## src/rtl/sd_crc_lanes_if.sv

```systemverilog
// sd_crc_lanes_if
//   Signal bundle for the multi-lane SD CRC generator/checker.
//   master: the controller side that drives the strobes and serial data.
//   slave : the CRC block.
//   Inputs : clear, bit_en, data_in[LANES], crc_start, mode
//   Outputs: crc_out[LANES], crc_phase, done, crc_err[LANES],
//            crc[LANES*WIDTH], state_dbg (FSM state)
//
// Handshake: there is no backpressure. bit_en is a one-cycle qualifier.
// On every clk edge where bit_en is high, data_in carries exactly one bit
// per lane and the block always consumes it. crc_start is a one-cycle
// pulse with the same always-accept semantics, but it only counts in the
// accumulate state.
interface sd_crc_lanes_if #(
  parameter int LANES = 4,
  parameter int WIDTH = 16
);
  logic                   clear;
  logic                   bit_en;
  logic [LANES-1:0]       data_in;
  logic                   crc_start;
  logic                   mode;
  logic [LANES-1:0]       crc_out;
  logic                   crc_phase;
  logic                   done;
  logic [LANES-1:0]       crc_err;
  logic [LANES*WIDTH-1:0] crc;
  logic [1:0]             state_dbg;

  modport master (
    output clear, bit_en, data_in, crc_start, mode,
    input  crc_out, crc_phase, done, crc_err, crc, state_dbg
  );

  modport slave (
    input  clear, bit_en, data_in, crc_start, mode,
    output crc_out, crc_phase, done, crc_err, crc, state_dbg
  );
endinterface

```

## src/rtl/sd_crc_lanes.sv

```systemverilog
// sd_crc_lanes
//   Runs LANES independent MSB-first CRC shift registers, one bit per lane
//   per bit_en. After the payload, crc_start enters the CRC phase. The block
//   then either shifts each CRC out serially (mode 0, generate) or compares
//   the next WIDTH received bits against it (mode 1, check). In check mode
//   it sets sticky per-lane error flags.
//   Ports:
//     clk     - clock, all logic on posedge
//     reset_n - asynchronous active-low reset
//     bus     - sd_crc_lanes_if slave (see interface for signal list)
//   state_dbg encoding: 0 = ACCUM, 1 = CRC, 2 = DONE.
module sd_crc_lanes #(
  parameter int               LANES = 4,
  parameter int               WIDTH = 16,
  parameter logic [WIDTH-1:0] POLY  = WIDTH'('h1021)
) (
  input  logic               clk,
  input  logic               reset_n,
  sd_crc_lanes_if.slave      bus
);

  localparam int CW = (WIDTH > 1) ? $clog2(WIDTH) : 1;

  typedef enum logic [1:0] {
    ST_ACCUM = 2'd0,
    ST_CRC   = 2'd1,
    ST_DONE  = 2'd2
  } state_t;

  state_t           state_q, state_d;
  logic [CW-1:0]    cnt_q, cnt_d;
  logic             mode_q, mode_d;
  logic [LANES-1:0] err_q, err_d;
  logic [WIDTH-1:0] sr_q [LANES];
  logic [WIDTH-1:0] sr_d [LANES];

  always_ff @(posedge clk or negedge reset_n) begin
    if (!reset_n) begin
      state_q <= ST_ACCUM;
      cnt_q   <= '0;
      mode_q  <= 1'b0;
      err_q   <= '0;
      for (int i = 0; i < LANES; i++) sr_q[i] <= '0;
    end else begin
      state_q <= state_d;
      cnt_q   <= cnt_d;
      mode_q  <= mode_d;
      err_q   <= err_d;
      for (int i = 0; i < LANES; i++) sr_q[i] <= sr_d[i];
    end
  end

  // Priority is clear > crc_start > bit_en. A crc_start accepted in ACCUM
  // still lets a coincident bit_en accumulate its payload bit first.
  always_comb begin
    state_d = state_q;
    cnt_d   = cnt_q;
    mode_d  = mode_q;
    err_d   = err_q;
    for (int i = 0; i < LANES; i++) sr_d[i] = sr_q[i];

    if (bus.clear) begin
      state_d = ST_ACCUM;
      cnt_d   = '0;
      err_d   = '0;
      for (int i = 0; i < LANES; i++) sr_d[i] = '0;
    end else begin
      case (state_q)
        ST_ACCUM: begin
          if (bus.bit_en) begin
            for (int i = 0; i < LANES; i++)
              sr_d[i] = {sr_q[i][WIDTH-2:0], 1'b0} ^
                        (((sr_q[i][WIDTH-1] ^ bus.data_in[i]) != 1'b0) ? POLY : '0);
          end
          if (bus.crc_start) begin
            mode_d  = bus.mode;
            cnt_d   = CW'(WIDTH - 1);
            state_d = ST_CRC;
          end
        end
        ST_CRC: begin
          if (bus.bit_en) begin
            for (int i = 0; i < LANES; i++) begin
              // The received bit is compared against the CRC MSB before that MSB shifts away.
              if (mode_q) err_d[i] = err_q[i] | (bus.data_in[i] ^ sr_q[i][WIDTH-1]);
              sr_d[i] = {sr_q[i][WIDTH-2:0], 1'b0};
            end
            if (cnt_q == '0) state_d = ST_DONE;
            else             cnt_d   = cnt_q - 1'b1;
          end
        end
        default: begin
          // DONE: hold until clear or reset.
        end
      endcase
    end
  end

  for (genvar g = 0; g < LANES; g++) begin : g_lane
    assign bus.crc[g*WIDTH +: WIDTH] = sr_q[g];
    assign bus.crc_out[g]            = (state_q == ST_CRC) & sr_q[g][WIDTH-1];
  end

  assign bus.crc_phase = (state_q == ST_CRC);
  assign bus.done      = (state_q == ST_DONE);
  assign bus.crc_err   = err_q;
  assign bus.state_dbg = state_q;

endmodule
```

## src/flat_wrapper.sv

```systemverilog
// flat-port wrapper written by rule: the top's interface ports become plain ports
module sd_crc_lanes_flat 
#(
  parameter int               LANES = 4,
  parameter int               WIDTH = 16,
  parameter logic [WIDTH-1:0] POLY  = WIDTH'('h1021)
)
  (clk, reset_n, bus_clear, bus_bit_en, bus_data_in, bus_crc_start, bus_mode, bus_crc_out, bus_crc_phase, bus_done, bus_crc_err, bus_crc, bus_state_dbg);
  sd_crc_lanes_if #(.LANES(LANES), .WIDTH(WIDTH)) bus_i ();
  input  logic clk;
  input  logic reset_n;
  input wire logic [$bits(bus_i.clear)-1:0] bus_clear;
  input wire logic [$bits(bus_i.bit_en)-1:0] bus_bit_en;
  input wire logic [$bits(bus_i.data_in)-1:0] bus_data_in;
  input wire logic [$bits(bus_i.crc_start)-1:0] bus_crc_start;
  input wire logic [$bits(bus_i.mode)-1:0] bus_mode;
  output wire logic [$bits(bus_i.crc_out)-1:0] bus_crc_out;
  output wire logic [$bits(bus_i.crc_phase)-1:0] bus_crc_phase;
  output wire logic [$bits(bus_i.done)-1:0] bus_done;
  output wire logic [$bits(bus_i.crc_err)-1:0] bus_crc_err;
  output wire logic [$bits(bus_i.crc)-1:0] bus_crc;
  output wire logic [$bits(bus_i.state_dbg)-1:0] bus_state_dbg;
  assign bus_i.clear = bus_clear;
  assign bus_i.bit_en = bus_bit_en;
  assign bus_i.data_in = bus_data_in;
  assign bus_i.crc_start = bus_crc_start;
  assign bus_i.mode = bus_mode;
  assign bus_crc_out = bus_i.crc_out;
  assign bus_crc_phase = bus_i.crc_phase;
  assign bus_done = bus_i.done;
  assign bus_crc_err = bus_i.crc_err;
  assign bus_crc = bus_i.crc;
  assign bus_state_dbg = bus_i.state_dbg;
  sd_crc_lanes #(.LANES(LANES), .WIDTH(WIDTH), .POLY(POLY)) u_core (.clk(clk), .reset_n(reset_n), .bus(bus_i));
endmodule
```

## config.mk

```make
export PLATFORM = sky130hd
export DESIGN_NAME = sd_crc_lanes_flat
export DESIGN_NICKNAME = d
export VERILOG_FILES = /design/src/rtl/sd_crc_lanes_if.sv /design/src/rtl/sd_crc_lanes.sv /design/src/flat_wrapper.sv
export SDC_FILE = /design/constraint.sdc
export NUM_CORES = 1
export LEC_CHECK = 0
export BUFFER_PORTS_ARGS = -buffer_cell sky130_fd_sc_hd__buf_2
export CAP_MARGIN = 20
export CORE_MARGIN = 5
export CORE_UTILIZATION = 50
export CTS_BUF_LIST = sky130_fd_sc_hd__clkbuf_4
export DETAILED_ROUTE_END_ITERATION = 10
export PLACE_DENSITY = 0.74
export SYNTH_ARGS = -nofsm -noshare
export SYNTH_HDL_FRONTEND = slang
export SYNTH_SLANG_ARGS = --single-unit
```

## constraint.sdc

```tcl
create_clock -name clk -period 1.8 [get_ports clk]
set_input_delay 0.09 -clock clk [delete_from_list [all_inputs] [get_ports clk]]
set_output_delay 0.09 -clock clk [all_outputs]
set_load 0.1 [all_outputs]
```

**Word-level counts from Yosys, hierarchy flattened**

Cells that the tools add are included.

- ROM bits: 0
- Register bits after elaboration: 75
- Input bits: 10
- Bits in writable memories: 0
- Word-level logic and storage cells: 69
- Memories: 0
- Latch bits: 0

- Div/mod/pow operators: 0
- $add $sub $neg: 1
- Reduce and logical (&&, ||, !) cells: 11
- $mul: 0
- Bitwise logic cells: 17
- Mux-type cells: 25
- $lt $le $gt $ge: 0
- Equality and inequality tests: 7
- Shift-type cells: 0

Operator list:

| kind | number |
|---|---|
| two-way mux 64 bit | 3 |
| one-hot mux 64 bit (2 select lines) | 1 |
| XOR 16 bit | 4 |
| two-way mux 13 bit | 4 |
| two-way mux 4 bit | 7 |
| != test 3 bit, second input constant | 4 |
| AND reduction 3 bit | 3 |
| two-way mux 2 bit | 4 |
| one-hot mux 4 bit (2 select lines) | 1 |
| AND reduction 4 bit | 2 |
| nonzero test 2 bit | 3 |
| bitwise AND 1 bit | 4 |
| zero test 4 bit | 1 |
| two-way mux 1 bit | 4 |
| bitwise OR 1 bit | 4 |
| one-hot mux 2 bit (2 select lines) | 1 |
| subtractor 4 x 1 -> 4 bit, second input constant | 1 |
| XOR 1 bit | 4 |
| != test 3 x 2 -> 1 bit, second input constant | 1 |
| nonzero test 3 bit | 1 |
| == test 2 x 1 -> 1 bit, second input constant | 1 |
| == test 2 bit, second input constant | 1 |
| zero test 2 bit | 1 |
| NOT 1 bit | 1 |

**Depth between registers and ports, before layout**

Gate-level depths: netlist of run 1.

- Depth after elaboration: 6
- Mapped depth: 6
- Gate-level depth less buffers: 6

**Least setup slack after synthesis of run 1**

Ideal clock, no wire load.

- Kind: register to output
- From: reg u_core.state_q[0] (netlist: u_core.bus.state_dbg[0])
- To: out bus_crc_out[0]
- Setup slack: -927 ps
- Arrival: 2637 ps
- Cell stages (with the launch flop): 5
- Required time: 1710 ps
- Path through: dfrtp_1 > nand2b_4 > inv_1 > buf_2 > and2_1

- Word-level cells in the longest chain between the ends: 2

Ends and longest elaborated chain:

| element | line | text |
|---|---|---|
| start: declaration | sd_crc_lanes.sv:30 | `state_t state_q, state_d;` |
| start signal: assignment | sd_crc_lanes.sv:45 | `state_q <= state_d;` |
| == test 2 x 1 -> 1 bit | -- |  |
| via bus_crc_phase | flat_wrapper.sv:18 | `output wire logic [$bits(bus_i.crc_phase)-1:0] bus_crc_phase;` |
| bitwise AND 1 bit | sd_crc_lanes.sv:101 | `assign bus.crc_out[g] = (state_q == ST_CRC) & sr_q[g][WIDTH-1];` |
| end: declaration | flat_wrapper.sv:17 | `output wire logic [$bits(bus_i.crc_out)-1:0] bus_crc_out;` |

The timed path passes the listed nets, and every way through them passes these cells.

**Worst setup path in the final report of run 1**

- From: reg u_core.state_q[0] (netlist: u_core.bus.state_dbg[0])
- To: out bus_crc_out[2]

- Word-level cells in the longest chain between the ends: 2

Ends and longest elaborated chain:

| element | line |
|---|---|
| == test 2 x 1 -> 1 bit | sd_crc_lanes.sv:101 |
| bitwise AND 1 bit | sd_crc_lanes.sv:101 |

Every way passes these cells.

==> metrics.md, run 1 <==
| Metric | Value |
|---|---|
| Syn_area_per_cell | 13.5 um2 |
| Max IR drop VDD | 0.000787 V |
| Total net switching power | 1.42 mW |
| Routability cong. | 0.750 |
| Async SR Flop Fraction | 1.00 |
| Initial antenna violation count | 0 |
| Yosys Warn Count | 0 |
| Die width | 87.1 um |
| Largest net degree at the start of global routing | 46 |
| GRT overflow | 0 |
| Most used cell along the critical path | buf_12 |
| RSZ-0062 raised after global routing | yes |
| Endpoints failing setup | 0 |
| Leak Pwr | 2.10 nW |
| Post-synth top cells | 75 x dfrtp_1, 64 x a22o_1, 14 x buf_2 |
| Remaining antenna violation count | 0 |
| I/O Buffers | 85 |
| Root buffer cell | clkbuf_4 |
| Seq/Total Area, Yosys | 0.631 |
| Ranking of synthesized cells by area | dfrtp_1 63%, a22o_1 19%, buf_2 2.4% |
| Chip height | 87.1 um |
| Worst Skew | 0.0140 ns |
| Worst path required time | 1.71 ns |
| Endpoint class of the critical path | output pin |
| Number of max-cap violations | 0 |
| Average wire per standard cell | 17.2 um |
| Hold Path Stages | 2 |
| DRT Wirelength | 6.82 mm |
| Comb pwr share | 0.250 |
| Final period utilization | 0.967 |
| Final hold vios | 0 |
| Post-synth EDFFs | 0 |
| Clk sinks | 75 |
| CP arrival | 1.65 ns |
| CTS clock-pin slew for the worst setup and hold paths | 0.13 ns |
| Startpoint Class | register |
| Routed via count | 2229 |
| Cell Area, Synth | 2970 um2 |
| Fillers | 418 |
| Mapped Nets | 232 |
| Netlist cell types | 30 |
| Worst slew pin tran | 0.654 ns |
| Core Area | 5850 um2 |
| Worst hold path type | in -> reg |
| DRC | 0 |
| Status | completed |
| Max-slew violation count | 0 |
| Reg area | 1880 um2 |
| Sw Share | 0.340 |
| Crit path max-delay family | flip-flops |
| Share of layout cells above drive strength 1 | 0.417 |
| Max Freq | 575 MHz |
| Most common cell in the netlist | dfrtp_1 |
| Iter 0 DRT Violations | 84 |
| R2r worst-path depth | 6 |
| Die area | 7590 um2 |
| Fin crit period | 1.74 ns |
| CTS Buf Count | 9 |
| Ys flop type | dfrtp_1 |
| Power Total | 4.20 mW |
| FF+latch count, synth | 75 |
| WP buf/inv | 3 |
| Crit Path Class | reg -> out |
| Critical Path Fanout Max | 6 |
| CTS tree | built |
| Reg power frac | 0.442 |
| Synthesis-to-finish area growth | 30.9% |
| Clk_lat worst skew | 0.40 ns |
| Nets | 327 |
| Initial Utilization | 0.508 |
| Max-slew headroom | 0.563 |
| Power per Cell Area | 1080 nW/um2 |
| # IOs | 86 |
| Clock power share | 0.307 |
| CP Cell Sequence | nand2b_4 -> clkinvlp_4 -> buf_12 -> and2_4 -> buf_12 |
| Max stage delay on crit path | 0.54 ns |
| Via density | 5.61 |
| Critical-path top delay cell | dfrtp_4 |
| CTS Buffer Depth | 2 |
| Area leader, netlist | dfrtp_1 |
| Synth top area share | 0.631 |
| Std cell rows | 28 |
| Vias in the first global route | 2147 |
| CP Depth | 5 |
| Multi-input gate area | 1030 um2 |
| H-tree levels | 3 |
| Post-Layout Cell Count | 397 |
| Mapped Cells | 221 |
| DP Wirelength | 4.62 mm |
| Total global-route track usage | 0.192 |
| Placed Instances | 372 |
| Int Power | 2.77 mW |
| Sum of negative setup slack | 0 ns |
| Final core utilization | 0.666 |
| First-pass GRT wire length | 11.4 mm |
| DR pass1 iterations | 4 |
-- what timing repair did --
action / 4_1_cts / 5_1_grt
buffers inserted: 3 / 3
hold buffers: 2 / 0
hold endpoints to repair: 59 / 0
pin swaps: 0 / 1
setup endpoints to repair: 7 / 11
gates cloned: 0 / 0
gates resized for setup: 2 / 1
-- sequential cells by signal (all words and copies together), names as in the netlist --
signal and count:
u_core.bus.crc_err 4, u_core.mode_q 1, u_core.bus.crc 64, u_core.cnt_q 4, u_core.bus.state_dbg 2
-- cells by family (layout without fill, tap and decap cells) --
| group | Yosys count | in the layout | synth area share |
|---|---|---|---|
| xor+xnor | 12 | 12 | 0.0353 |
| simple gates | 27 | 27 | 0.0496 |
| other cells | 0 | 1 | 0 |
| compound gates | 81 | 81 | 0.230 |
| buf+inv | 21 | 121 | 0.0324 |
| mux | 4 | 4 | 0.0172 |
| fa+ha+maj | 1 | 1 | 0.00421 |
| flops | 75 | 75 | 0.631 |
-- placed cells by master, fill, tap and decap left out, drive strengths merged --
| cell | instances |
|---|---|
| a31oi | 2 |
| o21ai | 1 |
| bufinv | 3 |
| dlygate4sd3 | 2 |
| mux2 | 3 |
| and2 | 4 |
| nor3b | 1 |
| nor3 | 6 |
| clkbuf | 9 |
| diode | 1 |
| clkinv | 2 |
| xor2 | 8 |
| a21oi | 5 |
| a21o | 1 |
| o21bai | 1 |
| nand2b | 3 |
| o22ai | 1 |
| clkinvlp | 2 |
| nor2 | 10 |
| a211oi | 1 |
| xnor2 | 4 |
| o21ba | 4 |
| o31ai | 1 |
| ha | 1 |
| a22o | 64 |
| or4 | 1 |
| mux2i | 1 |
| dfrtp | 75 |
| inv | 5 |
| nand2 | 2 |
| buf | 98 |
-- stage by stage --
| stage | hold WS, ns | cell area (um2) | worst slack [ns] |
|---|---|---|---|
| after global placement | 0.0769 | 3620 | 0.0750 |
| final | 0.0564 | 3890 | 0.0596 |
| after detailed placement | 0.0800 | 3620 | 0.0109 |
| after floorplan | -0.206 | 3010 | 0.00649 |
| after CTS | 0.0246 | 3870 | 0.00672 |
| after global routing | 0.0372 | 3890 | -0.0145 |
-- worst reg2reg max path, cell delays in order (launching register included) --
cell and delay, ns:
dfrtp_4 0.54, nand2b_4 0.11, clkinvlp_4 0.13, buf_4 0.16
buf_4 0.15, nor3_1 0.19, mux2_1 0.34
-- area by class of cell --
cell class	instances	share of cell area
antenna	1	0.000643
clock buffer	9	0.0174
clock inverter	7	0.0296
inverter	5	0.00578
multi-input combinational	125	0.265
sequential	75	0.484
tap	75	0.0241
timing repair buffer	100	0.173
-- final timing paths --
| path | startpoint | end | slack (ns) |
|---|---|---|---|
| setup / recovery | u_core.bus.state_dbg[0] | bus_crc_out[2] | 0.06 |
| hold reg to reg | u_core.mode_q | u_core.mode_q | 0.51 |
| setup reg to reg | u_core.bus.state_dbg[0] | u_core.mode_q | 0.08 |
| max in group asynchronous | reset_n | u_core.bus.crc[58] | 1.06 |
| min in group asynchronous | reset_n | u_core.bus.state_dbg[0] | 0.18 |
| hold / removal | bus_clear | u_core.bus.crc_err[1] | 0.06 |
-- metal layers --
metal	wire length, um	global-route usage	up-vias
li1	-	-	1020
met1	3050	0.272	1131
met2	3300	0.297	70
met3	375	0.0303	8
met4	91	0.0795	0
met5	0	0	-
-- power groups by stage --
stage	clock (mW)	combinational [mW]	sequential (mW)
2_1_floorplan	0	0.370	2.26
3_3_place_gp	0	0.966	1.88
3_5_place_dp	0	0.978	1.89
4_1_cts	1.32	1.04	1.86
5_1_grt	1.39	1.11	1.87
6_report	1.29	1.05	1.86
(Power assumes the default switching activity.)
==> run 2: changes to the inputs <==
--- a/config.mk
+++ b/config.mk
@@ -5,13 +5,14 @@
 export SDC_FILE = /design/constraint.sdc
 export NUM_CORES = 1
 export LEC_CHECK = 0
+export ABC_AREA = 0
 export BUFFER_PORTS_ARGS = -buffer_cell sky130_fd_sc_hd__buf_2
 export CAP_MARGIN = 20
 export CORE_MARGIN = 5
-export CORE_UTILIZATION = 50
+export CORE_UTILIZATION = 48
 export CTS_BUF_LIST = sky130_fd_sc_hd__clkbuf_4
 export DETAILED_ROUTE_END_ITERATION = 10
-export PLACE_DENSITY = 0.74
+export PLACE_DENSITY = 0.75
 export SYNTH_ARGS = -nofsm -noshare
 export SYNTH_HDL_FRONTEND = slang
 export SYNTH_SLANG_ARGS = --single-unit
==> constraint.sdc (replaced) <==
create_clock -name clk -period 1.6 [get_ports clk]
set_input_delay 0.08 -clock clk [delete_from_list [all_inputs] [get_ports clk]]
set_output_delay 0.08 -clock clk [all_outputs]
set_load 0.1 [all_outputs]
==> run 2 against run 1 <==
The flow now finishes with violations (negative setup slack); highest routed layer unchanged; global-route usage is 0.46 points lower; clock power hardly changed; core utilization is 0.11 points higher; non-clock buffer count is 10 higher; critical path depth is 1 higher.
==> metrics.md, run 2 (synthesized netlist as in run 1, its figures left out) <==
| Metric | Value |
|---|---|
| Final period utilization | 1.05 |
| CP Cell Sequence | inv_1 -> ha_2 -> nand2b_1 -> or4_4 -> nand2_4 -> mux2_4 (was nand2b_4 -> clkinvlp_4 -> buf_12 -> and2_4 -> buf_12) |
| Clk_lat worst skew | 0.41 ns (was 0.40 ns) |
| Fillers | 466 (was 418) |
| Diode count | 0 (was 1) |
| Leak Pwr | 2.14 nW (was 2.10 nW) |
| DR pass1 iterations | 4 (unchanged) |
| Worst Skew | 0.0123 ns (was 0.0140 ns) |
| Fin crit period | 1.68 ns |
| Max Freq | 594 MHz |
| Max-slew violation count | 0 (unchanged) |
| Placed Instances | 382 (was 372) |
| CTS Buffer Depth | 2 (unchanged) |
| Initial antenna violation count | 0 (unchanged) |
| Critical-path top delay cell | or4_4 (was dfrtp_4) |
| Clk sinks | 75 (unchanged) |
| Power per Cell Area | 1180 nW/um2 (was 1080 nW/um2) |
| Commonest non-fill, non-tap cells in the layout | 78 x buf_2, 69 x dfrtp_1, 64 x a22o_1 (was 79 x buf_2, 73 x dfrtp_1, 64 x a22o_1) |
| CTS tree | built (unchanged) |
| # IOs | 86 (unchanged) |
| DP Worst Slack | -0.0676 ns (was 0.0109 ns) |
| Largest net degree at the start of global routing | 65 (was 46) |
| Comb pwr share | 0.276 (was 0.250) |
| CP arrival | 1.99 ns (was 1.65 ns) |
| Worst path required time | 1.90 ns (was 1.71 ns) |
| Routed via count | 2253 (was 2229) |
| DRT Wirelength | 6.94 mm (was 6.82 mm) |
| Endpoints failing setup | 7 (was 0) |
| Nets | 337 (was 327) |
| Remaining antenna violation count | 0 (unchanged) |
| Post-Layout Cell Count | 406 (was 397) |
| Startpoint Class | register (unchanged) |
| Core Area | 5960 um2 (was 5850 um2) |
| Power Total | 4.67 mW (was 4.20 mW) |
| Max-slew headroom | 0.671 (was 0.563) |
| DP Wirelength | 4.70 mm (was 4.62 mm) |
| RSZ-0062 raised after global routing | yes (unchanged) |
| Number of max-cap violations | 0 (unchanged) |
| First-pass GRT wire length | 11.3 mm (was 11.4 mm) |
| Initial Utilization | 0.499 (was 0.508) |
| Final instance area | 3970 um2 (was 3890 um2) |
| Average wire per standard cell | 17.1 um (was 17.2 um) |
| Chip height | 88.7 um (was 87.1 um) |
| Root buffer cell | clkbuf_4 (unchanged) |
| Final WS setup | -0.0843 ns (was 0.0596 ns) |
| Synthesis-to-finish area growth | 33.5% (was 30.9%) |
| Share of layout cells above drive strength 1 | 0.462 (was 0.417) |
| Int Power | 3.04 mW (was 2.77 mW) |
| GRT overflow | 0 (unchanged) |
| Critical Path Fanout Max | 2 (was 6) |
| Die area | 7870 um2 (was 7590 um2) |
| Worst slew pin tran | 0.497 ns (was 0.654 ns) |
| Total net switching power | 1.63 mW (was 1.42 mW) |
| Hold WS | 0.0692 ns (was 0.0564 ns) |
| Reg power frac | 0.446 (was 0.442) |
| Failing checks | negative setup slack |
| Cell area after placement | 3710 um2 (was 3620 um2) |
| Crit Path Class | reg -> reg (was reg -> out) |
| Total global-route track usage | 0.188 (was 0.192) |
| Endpoint class of the critical path | register (was output pin) |
| Routability cong. | 0.815 (was 0.750) |
| Commonest non-fill, non-tap cell in the layout | buf_2 (unchanged) |
| Max stage delay on crit path | 0.50 ns (was 0.54 ns) |
| H-tree levels | 3 (unchanged) |
| Iter 0 DRT Violations | 109 (was 84) |
| Sum of negative setup slack | -0.295 ns (was 0 ns) |
| Worst hold path type | in -> async (was in -> reg) |
| Max FFs per register | 64 (unchanged) |
| Std cell rows | 28 (unchanged) |
| Via density | 5.55 (was 5.61) |
| Max IR drop VDD | 0.000750 V (was 0.000787 V) |
| Vias in the first global route | 2173 (was 2147) |
| Die width | 88.7 um (was 87.1 um) |
| Final core utilization | 0.667 (was 0.666) |
| DRC | 0 (unchanged) |
| Clock power share | 0.278 (was 0.307) |
| Final hold vios | 0 (unchanged) |
| Status | complete, but fails checks (was completed) |
| Sw Share | 0.350 (was 0.340) |
| CTS Buf Count | 9 (unchanged) |
| CTS clock-pin slew for the worst setup and hold paths | 0.13 ns (about the same) |
| I/O Buffers | 85 (unchanged) |
## run 2: changes by cell type in the layout (fill, tap and decap cells not counted), moves of 2 or more
cell      previous run  this run
buf_4                9        18
buf_6                1         3
clkinv_2             1         3
dfrtp_1             73        69
dfrtp_2              0         4
## run 2: cell type report
type | instances | area [um2] | area share
Clock buffer | 9 | 67.6 | 0.0170
Clock inverter | 7 | 91.3 | 0.0230
Inverter | 5 | 23.8 | 0.00599
Multi-Input combinational cell | 125 | 1040 | 0.263
Sequential cell | 75 | 1890 | 0.476
Tap cell | 75 | 93.8 | 0.0236
Timing Repair Buffer | 110 | 759 | 0.191
## run 2: path summary, 6_finish.rpt
kind	to	slack, ns	start	cells after the start
worst max-delay path	u_core.cnt_q[1]	-0.08	u_core.cnt_q[0]	6
worst min-delay path	u_core.bus.crc[30]	0.07	reset_n	2
worst max register to register	u_core.cnt_q[1]	-0.08	u_core.cnt_q[0]	6
worst min register to register	u_core.bus.crc[9]	0.53	u_core.bus.crc[8]	1
max in group asynchronous	u_core.bus.crc[63]	0.92	reset_n	3
min in group clk	u_core.bus.crc_err[1]	0.09	bus_clear	3
## run 2: worst max-delay path: cells and delay by family, from the launching register on
kind / cells / cell delay (ns)
mux: 1 / 0.29
flops: 1 / 0.39
buf+inv: 1 / 0.06
fa+ha+maj: 1 / 0.17
simple gates: 3 / 0.66
## run 2: routing by layer
metal  part of all wire  GRT usage
met3              0.050     0.0363
met4              0.014     0.0838
met1               0.45      0.269
met5                  0          0
met2               0.48      0.279
## run 2: power groups by stage
| stage | sequential, mW | combinational [mW] | clock (mW) |
|---|---|---|---|
| 2_1_floorplan | 2.54 | 0.434 | 0 |
| 3_3_place_gp | 2.11 | 1.16 | 0 |
| 3_5_place_dp | 2.12 | 1.18 | 0 |
| 4_1_cts | 2.08 | 1.24 | 1.32 |
| 5_1_grt | 2.10 | 1.36 | 1.42 |
| 6_report | 2.08 | 1.29 | 1.30 |
## run 2: timing repair
action / 4_1_cts / 5_1_grt
hold buffers: 2 / 0
resized for setup: 5 / 5
cloned: 0 / 0
setup endpoints to repair: 9 / 14
hold endpoints to repair: 76 / 0
buffers inserted: 3 / 3
